**config.mk**
```make
export PLATFORM = sky130hd
export DESIGN_NAME = fetch_prefetch_queue
export DESIGN_NICKNAME = d
export VERILOG_FILES = /design/src/rtl/fetch_prefetch_queue_pkg.sv /design/src/rtl/fetch_fifo.sv /design/src/rtl/fetch_prefetch_queue.sv
export SDC_FILE = /design/constraint.sdc
export NUM_CORES = 1
export LEC_CHECK = 0
export ABC_AREA = 1
export BUFFER_PORTS_ARGS = -buffer_cell sky130_fd_sc_hd__buf_2
export CORE_MARGIN = 8
export CORE_UTILIZATION = 59
export DETAILED_ROUTE_END_ITERATION = 7
export PLACE_DENSITY = 0.8
export SLEW_MARGIN = 20
export SYNTH_ARGS = -nofsm -noshare
export SYNTH_HDL_FRONTEND = slang
export SYNTH_SLANG_ARGS = --single-unit
```
**constraint.sdc**
```tcl
create_clock -name CLK -period 5.3 [get_ports CLK]
set_input_delay 1.06 -clock CLK [delete_from_list [all_inputs] [get_ports CLK]]
set_output_delay 1.06 -clock CLK [all_outputs]
set_load 0.02 [all_outputs]
```
**src/rtl/fetch_prefetch_queue_pkg.sv**
```systemverilog
// Shared definitions for the fetch prefetch queue: FSM encoding, defaults and
// the queue-entry layout {instr, pc_p1}.
package fetch_prefetch_queue_pkg;

  localparam int unsigned WL_DEF       = 32;
  localparam int unsigned RESET_PC_DEF = 0;

  localparam logic [1:0] S_IDLE    = 2'd0;
  localparam logic [1:0] S_WAIT    = 2'd1;
  localparam logic [1:0] S_DISCARD = 2'd2;

  typedef struct packed {
    logic [WL_DEF-1:0] instr;
    logic [WL_DEF-1:0] pc_p1;
  } qentry_t;

endpackage

```
**src/rtl/fetch_fifo.sv**
```systemverilog
// Small synchronous FIFO holding fetched {instr, pc_p1} entries; clear has
// priority over push/pop, and push+pop at full is legal.
module fetch_fifo #(
  parameter int unsigned WIDTH = 64,
  parameter int unsigned DEPTH = 4
) (
  input  logic                       clk,
  input  logic                       rst_n,
  input  logic                       i_clear,
  input  logic                       i_push,
  input  logic                       i_pop,
  input  logic [WIDTH-1:0]           i_wdata,
  output logic [WIDTH-1:0]           o_rdata,
  output logic [$clog2(DEPTH):0]     o_count,
  output logic                       o_empty,
  output logic                       o_full
);

  localparam int unsigned AW = $clog2(DEPTH);
  localparam int unsigned CW = AW + 1;

  logic [WIDTH-1:0] r_mem [DEPTH];
  logic [AW-1:0]    r_wr;
  logic [AW-1:0]    r_rd;
  logic [CW-1:0]    r_count;

  always_ff @(posedge clk or negedge rst_n) begin
    if (!rst_n) begin
      r_wr    <= '0;
      r_rd    <= '0;
      r_count <= '0;
    end else if (i_clear) begin
      r_wr    <= '0;
      r_rd    <= '0;
      r_count <= '0;
    end else begin
      if (i_push) r_wr <= r_wr + AW'(1);
      if (i_pop)  r_rd <= r_rd + AW'(1);
      r_count <= r_count + CW'(i_push) - CW'(i_pop);
    end
  end

  always_ff @(posedge clk) begin
    if (i_push && !i_clear) r_mem[r_wr] <= i_wdata;
  end

  assign o_rdata = r_mem[r_rd];
  assign o_count = r_count;
  assign o_empty = (r_count == '0);
  assign o_full  = (r_count == CW'(DEPTH));

  a_no_overflow: assert property (@(posedge clk) disable iff (!rst_n)
    !(i_push && !i_pop && !i_clear && o_full));

  a_no_underflow: assert property (@(posedge clk) disable iff (!rst_n)
    !(i_pop && !i_clear && o_empty));

endmodule

```
**src/rtl/fetch_prefetch_queue.sv**
```systemverilog
// Instruction-fetch front end: owns the fetch PC, issues req/ack word reads
// and queues {instr, pc+1} for decode. Redirects flush, stalls hold the head.
module fetch_prefetch_queue
  import fetch_prefetch_queue_pkg::*;
#(
  parameter int unsigned   WL       = WL_DEF,
  parameter int unsigned   DEPTH    = 4,
  parameter logic [WL-1:0] RESET_PC = WL'(RESET_PC_DEF)
) (
  input  logic          CLK,
  input  logic          RST,
  input  logic          stall,
  input  logic          redirect,
  input  logic [WL-1:0] redirect_pc,
  output logic          imem_req,
  output logic [WL-1:0] imem_addr,
  input  logic          imem_ack,
  input  logic [WL-1:0] imem_rdata,
  output logic          instr_valid,
  output logic [WL-1:0] instr,
  output logic [WL-1:0] pc_p1
);

  localparam int unsigned CW = $clog2(DEPTH) + 1;

  logic [1:0]      r_state;
  logic            r_req;
  logic [WL-1:0]   r_addr;
  logic [WL-1:0]   r_fetch_pc;

  logic [1:0]      w_state_nx;
  logic            w_req_nx;
  logic [WL-1:0]   w_addr_nx;
  logic [WL-1:0]   w_fetch_pc_nx;

  logic [WL-1:0]   w_addr_p1;
  logic            w_push;
  logic            w_pop;
  logic [CW-1:0]   w_count;
  logic [CW-1:0]   w_count_next;
  logic            w_empty;
  logic            w_full;
  logic [2*WL-1:0] w_head;

  assign w_addr_p1    = r_addr + WL'(1);
  assign w_push       = (r_state == S_WAIT) && imem_ack && !redirect;
  assign w_pop        = !w_empty && !stall && !redirect;
  assign w_count_next = w_count + CW'(w_push) - CW'(w_pop);

  fetch_fifo #(
    .WIDTH (2 * WL),
    .DEPTH (DEPTH)
  ) u_fifo (
    .clk     (CLK),
    .rst_n   (RST),
    .i_clear (redirect),
    .i_push  (w_push),
    .i_pop   (w_pop),
    .i_wdata ({imem_rdata, w_addr_p1}),
    .o_rdata (w_head),
    .o_count (w_count),
    .o_empty (w_empty),
    .o_full  (w_full)
  );

  // A new request is only issued when the queue is guaranteed a free slot
  // for its returning word, so a push can never find the queue full.
  always_comb begin
    w_state_nx    = r_state;
    w_req_nx      = r_req;
    w_addr_nx     = r_addr;
    w_fetch_pc_nx = r_fetch_pc;
    case (r_state)
      S_IDLE: begin
        if (!redirect && !w_full) begin
          w_state_nx = S_WAIT;
          w_req_nx   = 1'b1;
          w_addr_nx  = r_fetch_pc;
        end
      end
      S_WAIT: begin
        if (imem_ack) begin
          w_fetch_pc_nx = w_addr_p1;
          if (!redirect && (w_count_next < CW'(DEPTH))) begin
            w_req_nx  = 1'b1;
            w_addr_nx = w_addr_p1;
          end else begin
            w_state_nx = S_IDLE;
            w_req_nx   = 1'b0;
          end
        end else if (redirect) begin
          w_state_nx = S_DISCARD;
        end
      end
      S_DISCARD: begin
        if (imem_ack) begin
          w_state_nx = S_IDLE;
          w_req_nx   = 1'b0;
        end
      end
      default: begin
        w_state_nx = S_IDLE;
        w_req_nx   = 1'b0;
      end
    endcase
    if (redirect) w_fetch_pc_nx = redirect_pc;
  end

  always_ff @(posedge CLK or negedge RST) begin
    if (!RST) begin
      r_state    <= S_IDLE;
      r_req      <= 1'b0;
      r_addr     <= RESET_PC;
      r_fetch_pc <= RESET_PC;
    end else begin
      r_state    <= w_state_nx;
      r_req      <= w_req_nx;
      r_addr     <= w_addr_nx;
      r_fetch_pc <= w_fetch_pc_nx;
    end
  end

  assign imem_req    = r_req;
  assign imem_addr   = r_addr;
  assign instr_valid = !w_empty;
  assign instr       = w_empty ? '0 : w_head[2*WL-1:WL];
  assign pc_p1       = w_empty ? '0 : w_head[WL-1:0];

endmodule

```
==> flow_metrics.env <==
export IMPL_grt_total_usage_pct=23.2
export IMPL_wl_mm=35.5
export IMPL_pin_count=167
export IMPL_grt_max_degree=115
export IMPL_antenna_found_initial=0
export IMPL_clock_fmax_mhz=250
export IMPL_grtUsageMet2_pct=39.2
export IMPL_final_util_pct=69.2
export IMPL_pwr_share_comb_pct=35.2
export IMPL_cts_sinks=330
export IMPL_drv_cap=0
export IMPL_yosys_warnings=0
export IMPL_rsz0062_at_grt="false"
export IMPL_rows=57
export IMPL_die_w_um=173
export IMPL_slew_violations=0
export IMPL_post_route_min_period_ns=4.00
export IMPL_internal_power_w=0.00551
export IMPL_areaGrowthSynthToFinish_pct=15.3
export IMPL_met3_usage_pct=4.16
export IMPL_slew_limit_headroom_pct=33.3
export IMPL_dr_pass1_iters=5
export IMPL_seqPwrFrac_pct=38.5
export IMPL_leakagePower_nw=6.87
export IMPL_worstPathCellList="inv_2 -> buf_4 -> o21ai_0 -> a21oi_1 -> buf_2"
export IMPL_coreArea_sq_um=24200
export IMPL_io_buffer_count=166
export IMPL_avgSynthCellArea_sq_um=9.92
export IMPL_clock_skew_ns=0.00945
export IMPL_fin_nets=1690
export IMPL_worst_pin_slew_ns=0.999
export IMPL_syn_inst=1467
export IMPL_place_congestion=0.892
export IMPL_start_util_pct=60.0
export IMPL_htreeDepth=2
export IMPL_vdd_ir_drop_max_mv=0.361
export IMPL_critPathMaxFanout=61
export IMPL_holdWs_ns=0.492
export IMPL_finalHoldViolations=0
export IMPL_hold_buffers=0
export IMPL_ys_ff_latch=330
export IMPL_status="finished clean"
export IMPL_p_sw_w=0.00356
export IMPL_fin_ws_ns=1.30
export IMPL_post_drt_wl_per_cell_um=18.1
export IMPL_dp_hpwl_mm=21.4
export IMPL_ys_seq_area_share_pct=65.5
export IMPL_power_density_nw_per_um2=540
export IMPL_n_antenna_cell=0
export IMPL_start_kind="register"
export IMPL_cp_end_kind="output port"
export IMPL_syn_area_sq_um=14600
export IMPL_grt_first_pass_wirelength_mm=56.5
export IMPL_die_h_um=173
export IMPL_hp_class="register to register"
export IMPL_cts_tree="built"
export IMPL_numCtsBuffers=34
export IMPL_synth_nets=1544
export IMPL_slowest_delay_ns=0.72
export IMPL_drt_initial_drc_count=993
export IMPL_final_cells=1962
export IMPL_clkTransAtPathRegs_ns=0.06
export IMPL_dp_cells=1901
export IMPL_clock_latency_ns=0.51
export IMPL_drive_gt1_share_pct=17.3
export IMPL_grt_pass1_vias=10988
export IMPL_viasPerCell=5.59
export IMPL_post_cts_repair_setup_buffers=0
export IMPL_ctsResizeCount=0
export IMPL_root_buffer="clkbuf_16"
export IMPL_critPathSlowestCell="inv_2"
export IMPL_post_route_period_util_pct=75.5
export IMPL_crit_type="register to output port"
export IMPL_vias=10971
export IMPL_pwr_share_clk_pct=26.2
export IMPL_netlist_cell_type_count=28
export IMPL_dieArea_sq_um=29900
export IMPL_arrival_ns=2.94
export IMPL_swShare_pct=39.3
export IMPL_dp_slack_ns=1.50
export IMPL_fin_setup_tns_ns=0
export IMPL_top_usage_layer="met2"
export IMPL_clk_path_buf_depth=3
export IMPL_crit_required_ns=4.24
export IMPL_grt_ovfl_total=0
export IMPL_use_met1_pct=30.1
export IMPL_ant_nets=0
export IMPL_n_fill_cell=1829
export IMPL_setup_viol=0
export IMPL_drc=0
worst max-delay path: cells and delay by family, from the launching register on:
kind / cells / cell delay, ns
AO/OA/AOI/OAI: 2 / 0.42
buffers and inverters: 3 / 1.42
flip-flops: 1 / 0.58
layout by cell type, fill, tap and decap left out, types with 3 or more instances in the layout:
master     Yosys  final
nor2_2         6      6
nor2_1       329    324
nand3b_1       5      5
clkbuf_16      0     35
o211ai_1       7      7
bufinv_16      0      3
clkinv_1       0      3
nand3_2        3      3
ha_1           7      7
o21ai_1        8      8
and2_1         5      5
clkbuf_8       0      3
edfxtp_1     256    256
a21oi_1       67     67
inv_2          7      8
nand2_2       18     18
inv_1         59     58
buf_2         33    166
nor2_4         7     12
o21ai_0      143    143
nand3_1       69     69
clkbuf_1      23     11
dfrtp_1       74     72
buf_4          1     12
nand2_1      315    315
final timing paths:
kind,startpoint,endpoint,cells after the start,slack (ns)
hold / removal,r_fetch_pc[11]$_DFFE_PN0P_,r_fetch_pc[11]$_DFFE_PN0P_,2,0.49
min in group asynchronous,RST,r_fetch_pc[31]$_DFFE_PN0P_,1,0.57
setup reg to reg,r_state[0]$_DFFE_PN0P_,imem_addr[21]$_DFFE_PN0P_,22,1.49
setup / recovery,u_fifo.r_rd[0]$_DFFE_PN0P_,instr[10],5,1.30
hold reg to reg,r_fetch_pc[11]$_DFFE_PN0P_,r_fetch_pc[11]$_DFFE_PN0P_,2,0.49
max in group asynchronous,RST,imem_addr[0]$_DFFE_PN0P_,2,3.63
per-layer routing:
layer | share of wire, % | up-vias | wire [um]
li1 | - | 5187 | -
met1 | 42 | 5310 | 14900
met2 | 49 | 414 | 17300
met3 | 7.0 | 60 | 2490
met4 | 2.3 | 0 | 799
met5 | 0 | - | 0
sequential cells by signal, indices dropped and copies added, names as in the netlist:
signal and cells:
u_fifo.r_wr 2, r_fetch_pc 32, imem_addr 32, imem_req 1, r_state 2, u_fifo.r_rd 2
u_fifo.r_mem 256, u_fifo.o_count 3
per-stage QoR:
stage          total power (W)  cell area [sq um]
6_report               0.00907              16800
5_1_grt                0.00957              16800
4_1_cts                0.00909              16800
3_5_place_dp           0.00671              15700
3_3_place_gp           0.00661              15700
2_1_floorplan          0.00564              14600
synth_stat cells:
cell type	count	area, sq um
nor2_2	6	37.5
inv_1	59	221
dfrtp_1	74	1850
buf_2	33	165
nand3b_1	5	37.5
nor2_4	7	78.8
nor2_8	2	40.0
inv_2	7	26.3
xor2_1	2	17.5
a21oi_1	67	335
edfxtp_1	256	7690
o21ai_1	8	40.0
o21bai_1	2	15.0
and2_4	2	17.5
and2_1	5	31.3
nor2_1	329	1230
o21ai_0	143	716
clkbuf_1	23	86.3
nand2_2	18	113
o211ai_1	7	52.6
nand2_4	2	22.5
fa_1	1	20.0
buf_1	14	52.6
nand2_1	315	1180
nand3_2	3	30.0
ha_1	7	87.6
buf_4	1	7.51
nand3_1	69	345
kinds of logic after synthesis:
| logic type | count (synthesis) | share of synthesized area [%] |
|---|---|---|
| compound gates | 227 | 7.96 |
| xor+xnor | 2 | 0.120 |
| fa+ha+maj | 8 | 0.739 |
| buf+inv | 137 | 3.84 |
| flops | 330 | 65.5 |
| simple gates | 763 | 21.8 |
area by class of cell:
cell class	instances	area (sq um)	share of cell area (%)
Multi-Input combinational cell	1000	4490	26.8
Clock buffer	49	958	5.71
Clock inverter	12	161	0.962
Sequential cell	330	9540	56.9
Tap cell	324	405	2.42
Inverter	66	248	1.48
Timing Repair Buffer	181	972	5.79
power groups by stage:
stage               Sequential (W)  Combinational, W  Clock (W)
floorplan                  0.00359           0.00205          0
global placement           0.00352           0.00309          0
global route               0.00353           0.00354    0.00251
detailed placement         0.00353           0.00318          0
CTS                        0.00348           0.00320    0.00240
finish                     0.00349           0.00319    0.00238
Note: power is estimated with default switching activity, not from simulation.
